<file path="src/rtl/hpdcache_wbuf_flush_ctrl_if.sv">
// Bundle of the write-buffer flush controller signals, excluding clock and reset.
interface hpdcache_wbuf_flush_ctrl_if #(
  parameter int unsigned ENTRIES       = 16,
  parameter int unsigned TIMECNT_WIDTH = 4
);
  localparam int unsigned IDXW = $clog2(ENTRIES);

  logic [TIMECNT_WIDTH-1:0] cfg_threshold_i;
  logic                     cfg_reset_timecnt_on_write_i;
  logic                     alloc_i;
  logic [IDXW-1:0]          alloc_idx_i;
  logic                     write_i;
  logic [IDXW-1:0]          write_idx_i;
  logic                     flush_all_i;
  logic                     send_valid_o;
  logic [IDXW-1:0]          send_idx_o;
  logic                     send_ready_i;
  logic                     ack_i;
  logic [IDXW-1:0]          ack_idx_i;
  logic [ENTRIES-1:0]       free_o;
  logic                     full_o;
  logic                     empty_o;

  // Requester / memory side: drives controls, observes status.
  modport master (
    output cfg_threshold_i, cfg_reset_timecnt_on_write_i,
    output alloc_i, alloc_idx_i, write_i, write_idx_i, flush_all_i,
    output send_ready_i, ack_i, ack_idx_i,
    input  send_valid_o, send_idx_o, free_o, full_o, empty_o
  );

  // Controller side.
  modport slave (
    input  cfg_threshold_i, cfg_reset_timecnt_on_write_i,
    input  alloc_i, alloc_idx_i, write_i, write_idx_i, flush_all_i,
    input  send_ready_i, ack_i, ack_idx_i,
    output send_valid_o, send_idx_o, free_o, full_o, empty_o
  );
endinterface

</file>
<file path="src/rtl/hpdcache_wbuf_flush_ctrl.sv">
// Write-buffer directory flush controller: per-entry FREE/OPEN/PEND/SENT
// tracking, threshold-based closing, lowest-index send arbitration with lock.
module hpdcache_wbuf_flush_ctrl #(
  parameter int unsigned ENTRIES       = 16,
  parameter int unsigned TIMECNT_WIDTH = 4
) (
  input  logic clk_i,
  input  logic rst_i,
  hpdcache_wbuf_flush_ctrl_if.slave bus
);
  localparam int unsigned IDXW = $clog2(ENTRIES);

  typedef enum logic [1:0] {FREE, OPEN, PEND, SENT} state_t;

  state_t                   state_q [ENTRIES];
  state_t                   state_d [ENTRIES];
  logic [TIMECNT_WIDTH-1:0] cnt_q   [ENTRIES];
  logic [TIMECNT_WIDTH-1:0] cnt_d   [ENTRIES];
  logic                     lock_q, lock_d;
  logic [IDXW-1:0]          lock_idx_q, lock_idx_d;

  logic                     pend_any;
  logic [IDXW-1:0]          pend_idx;
  logic [IDXW-1:0]          send_idx;
  logic                     send_fire;
  logic [ENTRIES-1:0]       free_vec;

  // State, counter and send-lock registers with synchronous reset.
  always_ff @(posedge clk_i) begin
    if (rst_i) begin
      for (int i = 0; i < int'(ENTRIES); i++) begin
        state_q[i] <= FREE;
        cnt_q[i]   <= '0;
      end
      lock_q     <= 1'b0;
      lock_idx_q <= '0;
    end else begin
      for (int i = 0; i < int'(ENTRIES); i++) begin
        state_q[i] <= state_d[i];
        cnt_q[i]   <= cnt_d[i];
      end
      lock_q     <= lock_d;
      lock_idx_q <= lock_idx_d;
    end
  end

  // Lowest-index PEND entry and FREE bitmap from registered state.
  always_comb begin
    pend_any = 1'b0;
    pend_idx = '0;
    free_vec = '0;
    for (int i = int'(ENTRIES) - 1; i >= 0; i--) begin
      free_vec[i] = (state_q[i] == FREE);
      if (state_q[i] == PEND) begin
        pend_any = 1'b1;
        pend_idx = IDXW'(i);
      end
    end
  end

  // A locked index stays selected until its handshake completes.
  assign send_idx  = lock_q ? lock_idx_q : pend_idx;
  assign send_fire = pend_any & bus.send_ready_i;

  // Per-entry next state; states are disjoint so events on different entries never collide.
  always_comb begin
    for (int i = 0; i < int'(ENTRIES); i++) begin
      state_d[i] = state_q[i];
      cnt_d[i]   = cnt_q[i];
    end
    lock_d     = lock_q;
    lock_idx_d = lock_idx_q;

    for (int i = 0; i < int'(ENTRIES); i++) begin
      unique case (state_q[i])
        FREE: begin
          if (bus.alloc_i && (bus.alloc_idx_i == IDXW'(i))) begin
            state_d[i] = OPEN;
            cnt_d[i]   = '0;
          end
        end
        OPEN: begin
          if (bus.flush_all_i) begin
            state_d[i] = PEND;
          end else if (bus.write_i && bus.cfg_reset_timecnt_on_write_i &&
                       (bus.write_idx_i == IDXW'(i))) begin
            cnt_d[i] = '0;
          end else if (cnt_q[i] == bus.cfg_threshold_i) begin
            state_d[i] = PEND;
          end else if (cnt_q[i] != {TIMECNT_WIDTH{1'b1}}) begin
            cnt_d[i] = cnt_q[i] + TIMECNT_WIDTH'(1);
          end
        end
        PEND: begin
          if (send_fire && (send_idx == IDXW'(i))) begin
            state_d[i] = SENT;
          end
        end
        SENT: begin
          if (bus.ack_i && (bus.ack_idx_i == IDXW'(i))) begin
            state_d[i] = FREE;
          end
        end
        default: state_d[i] = FREE;
      endcase
    end

    if (send_fire) begin
      lock_d = 1'b0;
    end else if (pend_any) begin
      lock_d     = 1'b1;
      lock_idx_d = send_idx;
    end
  end

  assign bus.send_valid_o = pend_any;
  assign bus.send_idx_o   = send_idx;
  assign bus.free_o       = free_vec;
  assign bus.full_o       = ~|free_vec;
  assign bus.empty_o      = &free_vec;

endmodule

</file>
<file path="src/flat_wrapper.sv">
// flat-port wrapper written by rule: the top's interface ports become plain ports
module hpdcache_wbuf_flush_ctrl_flat 
#(
  parameter int unsigned ENTRIES       = 16,
  parameter int unsigned TIMECNT_WIDTH = 4
)
  (clk_i, rst_i, bus_cfg_threshold_i, bus_cfg_reset_timecnt_on_write_i, bus_alloc_i, bus_alloc_idx_i, bus_write_i, bus_write_idx_i, bus_flush_all_i, bus_send_ready_i, bus_ack_i, bus_ack_idx_i, bus_send_valid_o, bus_send_idx_o, bus_free_o, bus_full_o, bus_empty_o);
  hpdcache_wbuf_flush_ctrl_if #(.ENTRIES(ENTRIES), .TIMECNT_WIDTH(TIMECNT_WIDTH)) bus_i ();
  input  logic clk_i;
  input  logic rst_i;
  input wire logic [$bits(bus_i.cfg_threshold_i)-1:0] bus_cfg_threshold_i;
  input wire logic [$bits(bus_i.cfg_reset_timecnt_on_write_i)-1:0] bus_cfg_reset_timecnt_on_write_i;
  input wire logic [$bits(bus_i.alloc_i)-1:0] bus_alloc_i;
  input wire logic [$bits(bus_i.alloc_idx_i)-1:0] bus_alloc_idx_i;
  input wire logic [$bits(bus_i.write_i)-1:0] bus_write_i;
  input wire logic [$bits(bus_i.write_idx_i)-1:0] bus_write_idx_i;
  input wire logic [$bits(bus_i.flush_all_i)-1:0] bus_flush_all_i;
  input wire logic [$bits(bus_i.send_ready_i)-1:0] bus_send_ready_i;
  input wire logic [$bits(bus_i.ack_i)-1:0] bus_ack_i;
  input wire logic [$bits(bus_i.ack_idx_i)-1:0] bus_ack_idx_i;
  output wire logic [$bits(bus_i.send_valid_o)-1:0] bus_send_valid_o;
  output wire logic [$bits(bus_i.send_idx_o)-1:0] bus_send_idx_o;
  output wire logic [$bits(bus_i.free_o)-1:0] bus_free_o;
  output wire logic [$bits(bus_i.full_o)-1:0] bus_full_o;
  output wire logic [$bits(bus_i.empty_o)-1:0] bus_empty_o;
  assign bus_i.cfg_threshold_i = bus_cfg_threshold_i;
  assign bus_i.cfg_reset_timecnt_on_write_i = bus_cfg_reset_timecnt_on_write_i;
  assign bus_i.alloc_i = bus_alloc_i;
  assign bus_i.alloc_idx_i = bus_alloc_idx_i;
  assign bus_i.write_i = bus_write_i;
  assign bus_i.write_idx_i = bus_write_idx_i;
  assign bus_i.flush_all_i = bus_flush_all_i;
  assign bus_i.send_ready_i = bus_send_ready_i;
  assign bus_i.ack_i = bus_ack_i;
  assign bus_i.ack_idx_i = bus_ack_idx_i;
  assign bus_send_valid_o = bus_i.send_valid_o;
  assign bus_send_idx_o = bus_i.send_idx_o;
  assign bus_free_o = bus_i.free_o;
  assign bus_full_o = bus_i.full_o;
  assign bus_empty_o = bus_i.empty_o;
  hpdcache_wbuf_flush_ctrl #(.ENTRIES(ENTRIES), .TIMECNT_WIDTH(TIMECNT_WIDTH)) u_core (.clk_i(clk_i), .rst_i(rst_i), .bus(bus_i));
endmodule
</file>
<file path="config.mk">
export PLATFORM = sky130hd
export DESIGN_NAME = hpdcache_wbuf_flush_ctrl_flat
export DESIGN_NICKNAME = d
export VERILOG_FILES = /design/src/rtl/hpdcache_wbuf_flush_ctrl_if.sv /design/src/rtl/hpdcache_wbuf_flush_ctrl.sv /design/src/flat_wrapper.sv
export SDC_FILE = /design/constraint.sdc
export NUM_CORES = 1
export LEC_CHECK = 0
export CORE_MARGIN = 2
export CORE_UTILIZATION = 66
export CTS_BUF_LIST = sky130_fd_sc_hd__clkbuf_16
export DETAILED_ROUTE_END_ITERATION = 10
export PLACE_DENSITY = 0.88
export SETUP_SLACK_MARGIN = 0.15
export SLEW_MARGIN = 20
export SYNTH_ARGS = -nofsm -noshare
export SYNTH_HDL_FRONTEND = slang
export SYNTH_SLANG_ARGS = --single-unit
</file>
<file path="constraint.sdc">
create_clock -name clk_i -period 7 [get_ports clk_i]
set_input_delay 0.7 -clock clk_i [delete_from_list [all_inputs] [get_ports clk_i]]
set_output_delay 0.7 -clock clk_i [all_outputs]
set_load 0.01 [all_outputs]
</file>
==> qor.yml, run 1 <==
num_rows: 40
seqCellArea_sq_um: 2020
worstPathArrival_ns: 3.12
reg2regPathDepth: 8
post_cts_buffers: 0
peakVddDrop_mv: 0.187
stdcell_count: 1255
max_freq_ghz: 0.262
syn_inst: 1055
maxSlewHeadroom: 0.256
synth.yosys.seq_area_share: 0.245
dp_hpwl_um: 16800
wire_per_inst_um: 18.6
diodes: 0
gp_congestion: 0.917
antenna_found_initial: 0
final_cell_mix: "nor2_1 (116), dfxtp_1 (101), ha_1 (81)"
drc_errors: 0
place_inst: 1239
final_nets: 1187
cts_hold_buf: 0
setup_tns_ns: 0
viasPerCell: 6.66
clk_pin_slew_ns: 0.07
gr-total-overflow: 0
place_ws_ns: 3.39
ant_nets: 0
p_leak_nw: 3.57
die_height_um: 116
cts_buffers: 9
ctsHtreeMaxLevel: 3
r2r_end: "u_core.state_q[0][16]"
start_kind: "flop"
crit_path_end_kind: "primary output"
final_common_cell: "nor2_1"
period_needed_ns: 3.82
die_w_um: 116
netlist_area_sq_um: 8250
cts_tree: "yes"
rr_startpoint: "u_core.state_q[0][30]"
drtPass1Iterations: 6
io_buffer_count: 46
fillers: 981
drive_above_1_share: 0.0460
worstSkewPairLatency_ns: 0.37
total_power_mw: 2.80
worstMarginPinSlew_ns: 1.11
pwr_density_cell_nw_per_um2: 309
multi_input_area_sq_um: 5830
initialDrtViolationCount: 1068
status: "finished, final reports clean"
synth-async-reset-ratio: 0
syn2layout_area_growth_pct: 9.95
synth_ff_type: "dfxtp_1"
grt_setup_unrepaired: "false"
syn_nets: 1160
yosysWarnings: 0
skew_ns: 0.00916
final_max_slew_viol_count: 0
period_share: 0.546
clock_sinks: 101
avgSynthCellArea_sq_um: 7.82
synth-seq-cells: 101
min_from: "u_core.state_q[0][11]"
cts_buffer_depth: 2
totalWireLength_um: 23400
crit_fanout: 8
cap_violations: 0
via_count: 8357
grt_pass1_wl_um: 36800
grt_max_degree: 73
cts_resized: 0
coreArea_sq_um: 12100
io_pins: 47
hold_path_depth: 2
r2r_setup_slack_ns: 4.06
start_util: 0.681
cts-root-buf: "clkbuf_16"
finalSetupViolations: 0
dieArea_sq_um: 13400
hold-path-endpoint: "u_core.state_q[0][11]"
synth.distinct_cells: 70
hold_viol_final: 0
grt_pass1_vias: 7444
fin_ws_ns: 3.18
cp_data_required_time_ns: 6.30
synth_edf_count: 0
critPathKind: "flop to primary output"
grt_usage: 0.349
hold_path.class: "flop to flop"
registers in the layout, summed over array words and instances (netlist names):
| name | count |
|---|---|
| u_core.lock_idx_q | 4 |
| u_core.state_q | 32 |
| u_core.cnt_q | 64 |
| u_core.lock_q | 1 |
cells by family after synthesis:
kind of cell,count (synthesis),share of synthesized area
AO/OA/AOI/OAI,288,0.232
XOR/XNOR,64,0.0680
adder cells (fa/ha/maj),81,0.123
buffers and inverters,95,0.0475
flip-flops,101,0.245
multiplexers,27,0.0337
AND/OR/NAND/NOR,399,0.250
per-layer routing:
layer,vias up,track usage,share of wire
met3,83,0.0764,0.096
met2,459,0.556,0.45
met5,-,0,0
met1,3900,0.463,0.42
met4,0,0.139,0.035
li1,3915,-,-
cell type report:
cell class	instances	share of cell area
Clock buffer	9	0.0248
Clock inverter	7	0.00649
Inverter	60	0.0248
Multi-Input combinational cell	859	0.643
Sequential cell	101	0.223
Tap cell	168	0.0232
Timing Repair Buffer	51	0.0544
how the worst max path moves through the flow:
| stage | start | endpoint | slack (ns) |
|---|---|---|---|
| after global routing | u_core.state_q[0][14] | bus_send_idx_o[0] | 3.09 |
| after floorplan | u_core.state_q[0][20] | bus_send_idx_o[2] | 4.54 |
| final | u_core.state_q[0][14] | bus_send_idx_o[0] | 3.18 |
| after global placement | bus_cfg_threshold_i[1] | u_core.state_q[0][23] | 3.45 |
| after CTS | u_core.state_q[0][18] | bus_send_idx_o[0] | 3.26 |
| after detailed placement | bus_cfg_threshold_i[1] | u_core.state_q[0][23] | 3.39 |
cells in the mapped netlist, types with 10 or more instances:
| cell type | instances | area (sq um) |
|---|---|---|
| nand2_1 | 77 | 289 |
| nand3b_1 | 14 | 105 |
| nand2b_1 | 11 | 68.8 |
| a31oi_1 | 13 | 81.3 |
| nor3b_1 | 12 | 90.1 |
| inv_1 | 60 | 225 |
| nor2_1 | 116 | 435 |
| a41oi_1 | 10 | 87.6 |
| xor2_1 | 24 | 210 |
| a21oi_1 | 65 | 325 |
| nor3_1 | 31 | 155 |
| ha_1 | 81 | 1010 |
| nor4_1 | 16 | 100 |
| mux2i_1 | 21 | 210 |
| o21ai_0 | 74 | 370 |
| nand3_1 | 39 | 195 |
| nor2b_1 | 11 | 68.8 |
| dfxtp_1 | 101 | 2020 |
| clkbuf_1 | 21 | 78.8 |
| o211ai_1 | 16 | 120 |
| xnor2_1 | 40 | 350 |
| o31ai_1 | 10 | 75.1 |
| and3_1 | 16 | 100 |
| o22ai_1 | 10 | 62.6 |
| o41ai_1 | 16 | 140 |
| nand4_1 | 10 | 62.6 |
worst max-delay path, cell delays in order (launching register included):
cell and delay (ns):
dfxtp_1 0.36, inv_1 0.09, ha_1 0.32, or3_1 0.42, o221a_2 0.30, nor2_1 0.44, inv_1 0.28, clkdlybuf4s50_1 0.54
power breakdown:
| part | switching, mW | internal [mW] | total, mW |
|---|---|---|---|
| Clock | 0.238 | 0.273 | 0.511 |
| Combinational | 0.948 | 0.622 | 1.57 |
| Sequential | 0.0755 | 0.645 | 0.720 |
| Total | 1.26 | 1.54 | 2.80 |
per-stage QoR:
step                cell area, sq um   util  hold WS, ns
floorplan                       8250      -        0.468
global placement                8780  0.725        0.486
detailed placement              8780  0.725        0.493
CTS                             9070  0.749        0.502
global route                    9070  0.749        0.523
finish                          9070  0.749        0.504
No activity file was read; power rests on OpenSTA's default activity.
==> run 2, diff against run 1 <==
CORE_UTILIZATION = 61   (was 66)
PLACE_DENSITY = 0.82   (was 0.88)
clock period = 3.9 ns   (was 7 ns; I/O delays follow)
==> run 2 against run 1 <==
Final area up 0.36%. Count of clock-buffer cells in the layout is the same. Sequential share of layout area shrank 0.080 points. Clock power grew 75%. Clock skew up 0.0033 ns. Largest power group unchanged. Combinational power grew 80%. Die area increased by 7.9%. Critical endpoint unchanged. Sequential power grew 79%. Register-to-register slack lost 3.1 ns. Non-clock buffer count increased by 3.
==> qor.yml, run 2 (synthesis results as in run 1) <==
status: "finished, final reports clean"  # unchanged
place_inst: 1250  # was 1239
final_cell_mix: "nor2_1 (116), dfxtp_1 (101), ha_1 (81)"  # unchanged
cts_hold_buf: 0  # unchanged
wire_per_inst_um: 18.7  # was 18.6 um
largest_reg_flops: 64  # unchanged
crit_slowest_cell: "clkdlybuf4s50_1"  # unchanged
hold_path.class: "flop to flop"  # unchanged
antenna_found_initial: 0  # unchanged
worstMarginPinSlew_ns: 0.842  # was 1.11 ns
skew_ns: 0.0125  # was 0.00916 ns
fin_area_sq_um: 9100  # was 9070 sq um
drtPass1Iterations: 6  # unchanged
r2r_setup_slack_ns: 0.98  # was 4.06 ns
clkPwrFrac: 0.178  # was 0.182
clock_sinks: 101  # unchanged
cts_resized: 0  # unchanged
die_w_um: 120  # was 116 um
multi_input_area_sq_um: 5830  # unchanged
start_util: 0.623  # was 0.681
die_height_um: 120  # was 116 um
grt_setup_unrepaired: "false"  # unchanged
crit_fanout: 8  # unchanged
period_share: 0.867
initialDrtViolationCount: 1034  # was 1068
setup_tns_ns: 0  # unchanged
stdcell_count: 1266  # was 1255
path_buf_inv: 4  # was 3
hold-worst-slack_ns: 0.508  # was 0.504 ns
io_pins: 47  # unchanged
path_cells: "inv_1, ha_1, inv_1, a21oi_1, o31ai_1, nor2_1, inv_1, clkdlybuf4s50_1"  # was inv_1, ha_1, or3_1, o221a_2, nor2_1, inv_1, clkdlybuf4s50_1
final_common_cell: "nor2_1"  # unchanged
crit_path_end_kind: "primary output"  # unchanged
fillers: 1118  # was 981
p_comb_frac: 0.563  # was 0.561
cp_data_required_time_ns: 3.51  # was 6.30 ns
critPathMaxStageDelay_ns: 0.58  # was 0.54 ns
viasPerCell: 6.56  # was 6.66
drive_above_1_share: 0.0514  # was 0.0460
clk_pin_slew_ns: 0.08  # was 0.07 ns
io_buffer_count: 46  # unchanged
cts_tree: "yes"  # unchanged
largestRegisters: "u_core.cnt_q: 64 flops, u_core.state_q: 32 flops, u_core.lock_idx_q: 4 flops"  # unchanged
cap_violations: 0  # unchanged
place_area_sq_um: 8820  # was 8780 sq um
drc_errors: 0  # unchanged
grt_usage: 0.330  # was 0.349
gp_congestion: 0.979  # was 0.917
switching_share: 0.457  # was 0.451
cts_buffers: 9  # unchanged
seqCellArea_sq_um: 2020  # unchanged
p_int_mw: 2.72  # was 1.54 mW
max_freq_ghz: 0.296
worstPathArrival_ns: 2.99  # was 3.12 ns
start_kind: "flop"  # unchanged
ant_nets: 0  # unchanged
period_needed_ns: 3.38
cts_buffer_depth: 2  # unchanged
worstSkewPairLatency_ns: 0.37  # about the same
cts-root-buf: "clkbuf_16"  # unchanged
finalSetupViolations: 0  # unchanged
hold_viol_final: 0  # unchanged
via_count: 8308  # was 8357
diodes: 0  # unchanged
maxSlewHeadroom: 0.438  # was 0.256
ctsHtreeMaxLevel: 3  # unchanged
gr-total-overflow: 0  # unchanged
pwr_density_cell_nw_per_um2: 550  # was 309 nW/um^2
post_cts_buffers: 0  # unchanged
num_rows: 42  # was 40
grt_pass1_wl_um: 38200  # was 36800 um
cp_top_family: "buffers and inverters"  # unchanged
cpMostUsedCell: "inv_1"  # unchanged
switchingPower_mw: 2.29  # was 1.26 mW
totalWireLength_um: 23600  # was 23400 um
dieArea_sq_um: 14500  # was 13400 sq um
final_max_slew_viol_count: 0  # unchanged
p_leak_nw: 3.57  # about the same
peakVddDrop_mv: 0.313  # was 0.187 mV
syn2layout_area_growth_pct: 10.3  # was 9.95%
critPathKind: "flop to primary output"  # unchanged
final_nets: 1190  # was 1187
coreArea_sq_um: 13200  # was 12100 sq um
regMostFlops: "u_core.cnt_q"  # unchanged
dp_hpwl_um: 17700  # was 16800 um
grt_max_degree: 55  # was 73
grt_pass1_vias: 7611  # was 7444
seqPwrFrac: 0.258  # was 0.257
[run 2: area by class of cell]
type,instances,area share
Clock inverter,7,0.00646
Tap cell,176,0.0242
Timing Repair Buffer,54,0.0566
Clock buffer,9,0.0247
Multi-Input combinational cell,859,0.641
Inverter,60,0.0247
Sequential cell,101,0.222
[run 2: power by group through the flow]
stage                     combinational [mW]  sequential (mW)  clock, mW
final                                   2.82             1.29      0.892
after global routing                    3.06             1.31      0.937
after CTS                               2.75             1.29      0.911
after detailed placement                2.73             1.31          0
after global placement                  2.69             1.30          0
after floorplan                         1.91             1.27          0
[run 2: path summary, 6_finish.rpt]
kind / start / end / cells after the start
max: u_core.state_q[0][4] / bus_send_idx_o[0] / 8
min: u_core.state_q[0][7] / u_core.state_q[0][7] / 2
max reg2reg: u_core.state_q[0][30] / u_core.state_q[0][2] / 8
min reg2reg: u_core.state_q[0][7] / u_core.state_q[0][7] / 2
[run 2: worst reg2reg max path, cell delays in order, from the launching register on]
cell and delay, ns:
dfxtp_1 0.36, inv_1 0.10, ha_1 0.36, nor4_1 0.65, nand4_2 0.31, nand4b_1 0.45
nor3_1 0.15, a311oi_1 0.31, nor3_1 0.08
[run 2: per-stage QoR]
stage / power, mW / util / setup WS, ns
CTS: 4.94 / 0.687 / 0.598
global placement: 3.99 / 0.666 / 1.07
detailed placement: 4.04 / 0.666 / 0.979
floorplan: 3.18 / - / 1.62
global route: 5.31 / 0.687 / 0.401
finish: 5.00 / 0.687 / 0.517
[run 2: routing by layer]
metal  global-route usage  wire, um  vias up
met2                0.540     10900      420
met4                0.140       768        0
li1                     -         -     3923
met1                0.434     10100     3899
met5                    0         0        -
met3               0.0509      1930       66
